`src/rtl/piso_serializer.sv`:
```
// -----------------------------------------------------------------------------
// piso_serializer
//   Parallel-in / serial-out stage that sits after the 4-bit PIPO register.
//   A parallel word is accepted over a valid/ready handshake into a one-word
//   hold buffer. The buffer feeds a shift register, so a word that is already
//   waiting is reloaded on the same edge the previous word's last bit retires.
//   This gives gapless back-to-back serialization at one word per WIDTH cycles.
//
// Parameters
//   WIDTH      parallel word width in bits (>= 2)
//   MSB_FIRST  1: bit WIDTH-1 leaves first, 0: bit 0 leaves first
//
// Ports
//   clk         system clock, rising edge
//   rst         synchronous active-low reset
//   pin         parallel data word
//   pin_valid   pin holds a word to transfer
//   pin_ready   hold buffer is empty; a word can be accepted this cycle
//   sout        serial data bit (0 when not shifting)
//   sout_valid  sout carries a data bit this cycle
//   sout_last   sout is the final bit of the current word
//   busy        a word is being shifted or is waiting in the hold buffer
// -----------------------------------------------------------------------------
module piso_serializer #(
  parameter int WIDTH     = 4,
  parameter bit MSB_FIRST = 1'b1
) (
  input  logic             clk,
  input  logic             rst,
  input  logic [WIDTH-1:0] pin,
  input  logic             pin_valid,
  output logic             pin_ready,
  output logic             sout,
  output logic             sout_valid,
  output logic             sout_last,
  output logic             busy
);

  localparam int                CNT_W    = $clog2(WIDTH);
  localparam logic [CNT_W-1:0]  CNT_LAST = CNT_W'(WIDTH - 1);

  typedef enum logic {
    IDLE  = 1'b0,
    SHIFT = 1'b1
  } state_t;

  state_t           r_state, w_state_nxt;
  logic [WIDTH-1:0] r_hbuf;
  logic             r_hfull;
  logic [WIDTH-1:0] r_sreg, w_sreg_nxt;
  logic [CNT_W-1:0] r_cnt,  w_cnt_nxt;

  logic             w_accept;
  logic             w_load;
  logic             w_cnt_last;
  logic             w_shifting;
  logic [WIDTH-1:0] w_sreg_shifted;

  // Ready depends only on the buffer flag, never on pin_valid, so an
  // upstream source can wait on it without forming a combinational loop.
  assign pin_ready  = ~r_hfull;
  assign w_accept   = pin_valid & ~r_hfull;
  assign w_cnt_last = (r_cnt == CNT_LAST);
  assign w_shifting = (r_state == SHIFT);

  // Move the next bit into the output position, zero-filling behind it.
  assign w_sreg_shifted = MSB_FIRST ? {r_sreg[WIDTH-2:0], 1'b0}
                                    : {1'b0, r_sreg[WIDTH-1:1]};

  // Next-state / datapath control
  always_comb begin
    w_state_nxt = r_state;
    w_sreg_nxt  = r_sreg;
    w_cnt_nxt   = r_cnt;
    w_load      = 1'b0;
    case (r_state)
      IDLE: begin
        if (r_hfull) begin
          w_load      = 1'b1;
          w_state_nxt = SHIFT;
        end
      end
      SHIFT: begin
        if (!w_cnt_last) begin
          w_sreg_nxt = w_sreg_shifted;
          w_cnt_nxt  = r_cnt + 1'b1;
        end else if (r_hfull) begin
          // Reload on the last-bit edge: no idle bubble between words.
          w_load = 1'b1;
        end else begin
          w_state_nxt = IDLE;
        end
      end
      default: w_state_nxt = IDLE;
    endcase
    if (w_load) begin
      w_sreg_nxt = r_hbuf;
      w_cnt_nxt  = '0;
    end
  end

  // Accept and transfer are mutually exclusive: accept needs an empty
  // buffer, transfer needs a full one.
  always_ff @(posedge clk) begin
    if (!rst) begin
      r_state <= IDLE;
      r_hbuf  <= '0;
      r_hfull <= 1'b0;
      r_sreg  <= '0;
      r_cnt   <= '0;
    end else begin
      r_state <= w_state_nxt;
      r_sreg  <= w_sreg_nxt;
      r_cnt   <= w_cnt_nxt;
      if (w_accept) begin
        r_hbuf  <= pin;
        r_hfull <= 1'b1;
      end else if (w_load) begin
        r_hfull <= 1'b0;
      end
    end
  end

  assign sout       = w_shifting & (MSB_FIRST ? r_sreg[WIDTH-1] : r_sreg[0]);
  assign sout_valid = w_shifting;
  assign sout_last  = w_shifting & w_cnt_last;
  assign busy       = w_shifting | r_hfull;

endmodule

```
`config.mk`:
```
export PLATFORM = sky130hd
export DESIGN_NAME = piso_serializer
export DESIGN_NICKNAME = d
export VERILOG_FILES = /design/src/rtl/piso_serializer.sv
export SDC_FILE = /design/constraint.sdc
export NUM_CORES = 1
export LEC_CHECK = 0
export ABC_AREA = 1
export CORE_AREA = 5 5 42 44
export CTS_BUF_LIST = sky130_fd_sc_hd__clkbuf_16
export DETAILED_ROUTE_END_ITERATION = 8
export DIE_AREA = 0 0 47 49
export GPL_TIMING_DRIVEN = 1
export HOLD_SLACK_MARGIN = 0.08
export MAX_ROUTING_LAYER = met4
export PLACE_DENSITY_LB_ADDON = 0.1
export SYNTH_ARGS = -nofsm -noshare
export SYNTH_HDL_FRONTEND = slang
export SYNTH_SLANG_ARGS = --single-unit
```
`constraint.sdc`:
```
create_clock -name clk -period 1.1 [get_ports clk]
set_input_delay 0.22 -clock clk [delete_from_list [all_inputs] [get_ports clk]]
set_output_delay 0.22 -clock clk [all_outputs]
set_load 0.02 [all_outputs]
```
==> Yosys cells after proc, flatten, opt, wreduce, memory -nomap -nowiden <==
Cells that the tools add are included.
{ "word_totals": {"out_inout_bits": 5, "register_bits": 12} }
{ "op_classes": {"muxes": 10, "n_addsub": 1, "bitwise": 8, "n_eq_ne": 2, "reduce_logical": 5} }
{ "op_table": {"columns": ["op", "n"], "rows": [
  ["two-way mux 4 bit", 3],
  ["two-way mux 1 bit", 5],
  ["NOT 1 bit", 4],
  ["case mux 1 bit (2 select lines)", 2],
  ["AND reduction 2 bit", 2],
  ["nonzero test 2 bit", 2],
  ["bitwise AND 1 bit", 3],
  ["adder 2 x 1 -> 2 bit (second input constant)", 1],
  ["== test 2 bit (second input constant)", 1],
  ["inequality test 2 bit (second input constant)", 1],
  ["OR reduction 2 bit", 1],
  ["bitwise OR 1 bit", 1]
]} }

==> Logic depth before layout (Yosys ltp) <==
{ "logic_depth": {"word_depth": 5, "depth_mapped": 7} }

==> Least setup slack after synthesis <==
OpenSTA, ideal clock, no wires.
{ "synth_timing": {"kind": "reg2reg", "startpoint": "register r_cnt[0]", "endpoint": "register r_sreg[2]", "required_time_ns": 0.991, "period_less_slack_ns": 1.050, "arrival_ns": 0.941, "path_stages_with_launch": 8, "setup_time_ns": 0.109, "path_buffers": 0, "slack_ns": 0.050, "cell_sequence": "dfxtp_1 ha_1 inv_2 nand2_2 nand3_1 nand3_1 nand2_1 inv_1"} }
{ "synth_via": {"elab_chain_len": 5, "word_cells_on_any_way": 7} }
{ "synth_rtl": {"columns": ["item", "line", "source"], "rows": [
  ["start: declaration", "51", "logic [CNT_W-1:0] r_cnt, w_cnt_nxt;"],
  ["start signal: assignment", "114", "r_cnt <= w_cnt_nxt;"],
  ["== test 2 bit *", "63", "assign w_cnt_last = (r_cnt == CNT_LAST);"],
  ["two-way mux 1 bit", "84", "if (!w_cnt_last) begin"],
  ["case mux 1 bit (2 select lines)", "76", "case (r_state)"],
  ["inequality test 2 bit (no source line) / nonzero test 2 bit (equally long branches)", null, null],
  ["AND reduction 2 bit (no source line)", null, null],
  ["end signal: assignment", "113", "r_sreg <= w_sreg_nxt;"],
  ["end: declaration", "50", "logic [WIDTH-1:0] r_sreg, w_sreg_nxt;"]
]} }
Mark *: on every way between the ends. The rest lies on a longest branch, timed or not.
A chain may end at the register's enable or synchronous reset.

==> Final worst setup path <==
{ "layout_timing": {"startpoint": "register r_cnt[1]", "endpoint": "output sout_last"} }
{ "layout_via": {"elab_chain_len": 2} }
{ "layout_rtl": {"columns": ["item", "line", "source"], "rows": [
  ["== test 2 bit", "63", null],
  ["bitwise AND 1 bit", "126", "assign sout_last = w_shifting & w_cnt_last;"],
  ["end: declaration", "35", "output logic sout_last,"]
]} }
Every way passes these cells.

==> summary.log <==
qor: sta.report.final.slew_viol_count 0
qor: clocking.cts.root.buffer_cell clkbuf_16
qor: global_routing.grt_antenna_before_repair 0
qor: critical_path.nature_of_the_critical_path_endpoint output pin
qor: placed_design.dp_hpwl 766 microns
qor: sta.hold_ws 0.483 ns
qor: sta.max-slew-margin-rel 79.0%
qor: sta.final_critical_path_setup_slack -0.0454 ns
qor: sta.unrepaired_setup_endpoints_after_global_routing yes
qor: synth.synth_seq_area_share 47.2%
qor: synth.synthesized_area 509 sq um
qor: final_layout.fin_cells 108
qor: placed_design.port-buffer-count 11
qor: drt.mean_routed_wirelength_per_cell 10.9 microns
qor: power_and_ir_drop.power_frac_comb 16.1%
qor: critical_path.regToRegSetupSlack 0 ns
qor: global_routing.vias_in_the_first_global_route 424
qor: die.placementRows 14
qor: worst_hold_path.worstHoldPathType reg2reg
qor: sta.highest_achievable_clock_rate 0.873 GHz
qor: synth.yosys.cell_types.count 14
qor: clocking.clkTransAtPathRegs 0.04 ns
qor: sta.fin_tns_setup -0.0471 ns
qor: worst_hold_path.hold_path.startpoint r_cnt[1]
qor: die.full_die_area 2300 sq um
qor: synth.synth_fp_nets 78
qor: critical_path.worst-setup-path-type reg2out
qor: final_layout.layout-drive-gt1-share 44.6%
qor: power_and_ir_drop.p_total 1.35 mW
qor: clocking.tritoncts done
qor: clocking.max-clock-path-buffers 2
qor: outcome.outcome complete, but fails checks
qor: drt.drtAntennaViolNets 0
qor: clocking.clock_insertion_delay_worst_skew 0.24 ns
qor: die.fp.dieW 47 microns
qor: critical_path.worst_ep_required_time 0.88 ns
qor: die.die_h 49 microns
qor: global_routing.grt_start_max_net_pins 10
qor: die.design.portCount 12
qor: final_layout.fin_nets 102
qor: drt.vias_cell 4.71
qor: critical_path.max_fo_critical_path 2
qor: drt.drtIter0Drc 3
qor: critical_path.startpoint_types register
qor: drt.num_vias 509
qor: die.core_area 1400 sq um
qor: drt.post-route-drc-count 0
qor: synth.synth_seq_cells 12
qor: sta.skew 0.00140 ns
qor: sta.post-route-min-period 1.15 ns
qor: power_and_ir_drop.power_per_cell_area 1560 nW/um^2
qor: power_and_ir_drop.leakagePower 0.409 nW
qor: drt.finalWirelength 1.18 mm
qor: power_and_ir_drop.intPower 1.04 mW
qor: power_and_ir_drop.net-switching-power 0.311 mW
qor: clocking.tritoncts.num_buffers 3
qor: power_and_ir_drop.vdd_drop_max 1.22 mV
qor: sta.final_min_period_over_clock_period 104%
qor: sta.tightest_slew 0.314 ns
qor: synth.ys.warnings.count 0
qor: drt.detailedRoute.firstPassIterationCount 4
qor: placed_design.placed_cells_incl_taps 103
qor: critical_path.rr_startpoint r_cnt[1]
qor: power_and_ir_drop.share_seq_of_total_power 36.4%
qor: final_layout.diodes 0
qor: power_and_ir_drop.power_switching_share 23.0%
qor: power_and_ir_drop.pwr-share-clk 47.5%
qor: critical_path.cp-startpoint r_cnt[1]
qor: placed_design.place.gp.congestion 0.675
qor: critical_path.critPathArrivalTime 0.93 ns
qor: clocking.numClockSinks 12
qor: die.initial_core_util 36.3%
qor: synth.post_syn_area_per_cell 7.27 sq um
qor: global_routing.first_pass_grt_wire_length 1.74 mm
qor: final_layout.fillerInstances 140
qor: outcome.violations negative setup slack
qor: job.max_cap_viol_count 0
qor: sta.final_report_setup_violation_count 2
qor: sta.final-hold-violation-count 0
qor: clocking.cts_htree_levels 1
qor: global_routing.total_grt_overflow 0
qor: placed_design.detailedPlace.worstSlack -0.298 ns
qor: final_layout.flow.area_growth_from_synthesis 70.8%
qor: global_routing.track_usage 10.8%
qor: synth.synthCells 70
## cell usage in the layout (no fill, tap or decap), types with 2 or more instances in the layout
cell             netlist  layout
inv_2                  3       3
dfxtp_2                0       2
clkbuf_16              0       3
buf_6                  0       4
nor2_1                12      11
o21ai_0                4       3
inv_1                  8       7
nand2_1               12       8
dfxtp_1               12       9
nand2_2                1       4
nand3_1               10       3
buf_4                  0       7
a21oi_1                3       2
nand3_2                0       7
buf_2                  0       2
clkdlybuf4s50_1        0       6
## layout make-up
class                      count  area [sq um]  share of cell area, %
clock buffer                   3          75.1                   8.63
inverter                      11          48.8                   5.61
multi-input combinational     47           312                   35.8
sequential                    12           246                   28.3
tap                           16          20.0                   2.30
timing repair buffer          19           168                   19.3
## power by group through the flow
stage	registers (mW)	clock network, mW	logic [mW]
global placement	0.492	0	0.184
CTS	0.492	0.656	0.182
global route	0.497	0.680	0.236
detailed placement	0.492	0	0.187
finish	0.493	0.643	0.217
floorplan	0.496	0	0.0904
## critical path: stages (launching register included)
cell and delay, ns:
dfxtp_2 0.33, ha_4 0.16, nand2_2 0.05, inv_2 0.03, buf_6 0.12
## state kept, by name, summed over array words and instances, names as in the netlist
signal / count
r_cnt: 2
r_hbuf: 4
sout_valid: 1
r_sreg: 4
r_hfull: 1
## per-stage QoR
stage	cell area [sq um]	utilization (%)
2_1_floorplan	509	-
3_3_place_gp	687	49.0
3_5_place_dp	687	49.0
4_1_cts	791	56.4
5_1_grt	870	62.1
6_report	870	62.1
## timing repair
action,4_1_cts,5_1_grt
resized for setup,31,23
setup buffers,0,1
hold buffers,0,0
endpoints found under the setup margin,12,11
cloned,1,0
pin swaps,2,7
## per-layer routing
metal | wire, microns | up-vias | share of wire (%) | global-route usage (%)
met5 | 0 | - | 0 | -
met4 | 29 | 0 | 2.5 | 6.91
met3 | 81 | 4 | 6.9 | 3.32
met2 | 580 | 15 | 49 | 15.6
met1 | 483 | 226 | 41 | 12.4
li1 | - | 264 | - | -
## kinds of logic (layout without fill, tap and decap cells)
logic type	count (synthesis)	after routing	share of synthesized area, %
and+or+nand+nor	36	37	31.0
DFF	12	12	47.2
buffers and inverters	12	33	9.09
AOI/OAI and AO/OA	8	8	8.60
adders and majority gates	1	1	2.46
xor gates and xnor gates	1	1	1.72
## worst paths after layout
kind               end  depth (start not counted)
max reg2reg  r_sreg[2]                          7
max          sout_last                          4
min           r_cnt[1]                          2
min reg2reg   r_cnt[1]                          2
## Yosys cell counts
library cell   n  area (sq um)
nand3_1       10          50.1
nor2_4         1          11.3
a21oi_1        3          15.0
dfxtp_1       12           240
xor2_1         1          8.76
inv_2          3          11.3
nand2_2        1          6.26
nand2_1       12          45.0
nor2_1        12          45.0
ha_1           1          12.5
clkbuf_2       1          5.00
o21ai_2        1          8.76
inv_1          8          30.0
o21ai_0        4          20.0
Power figures use the tool's default switching activity.
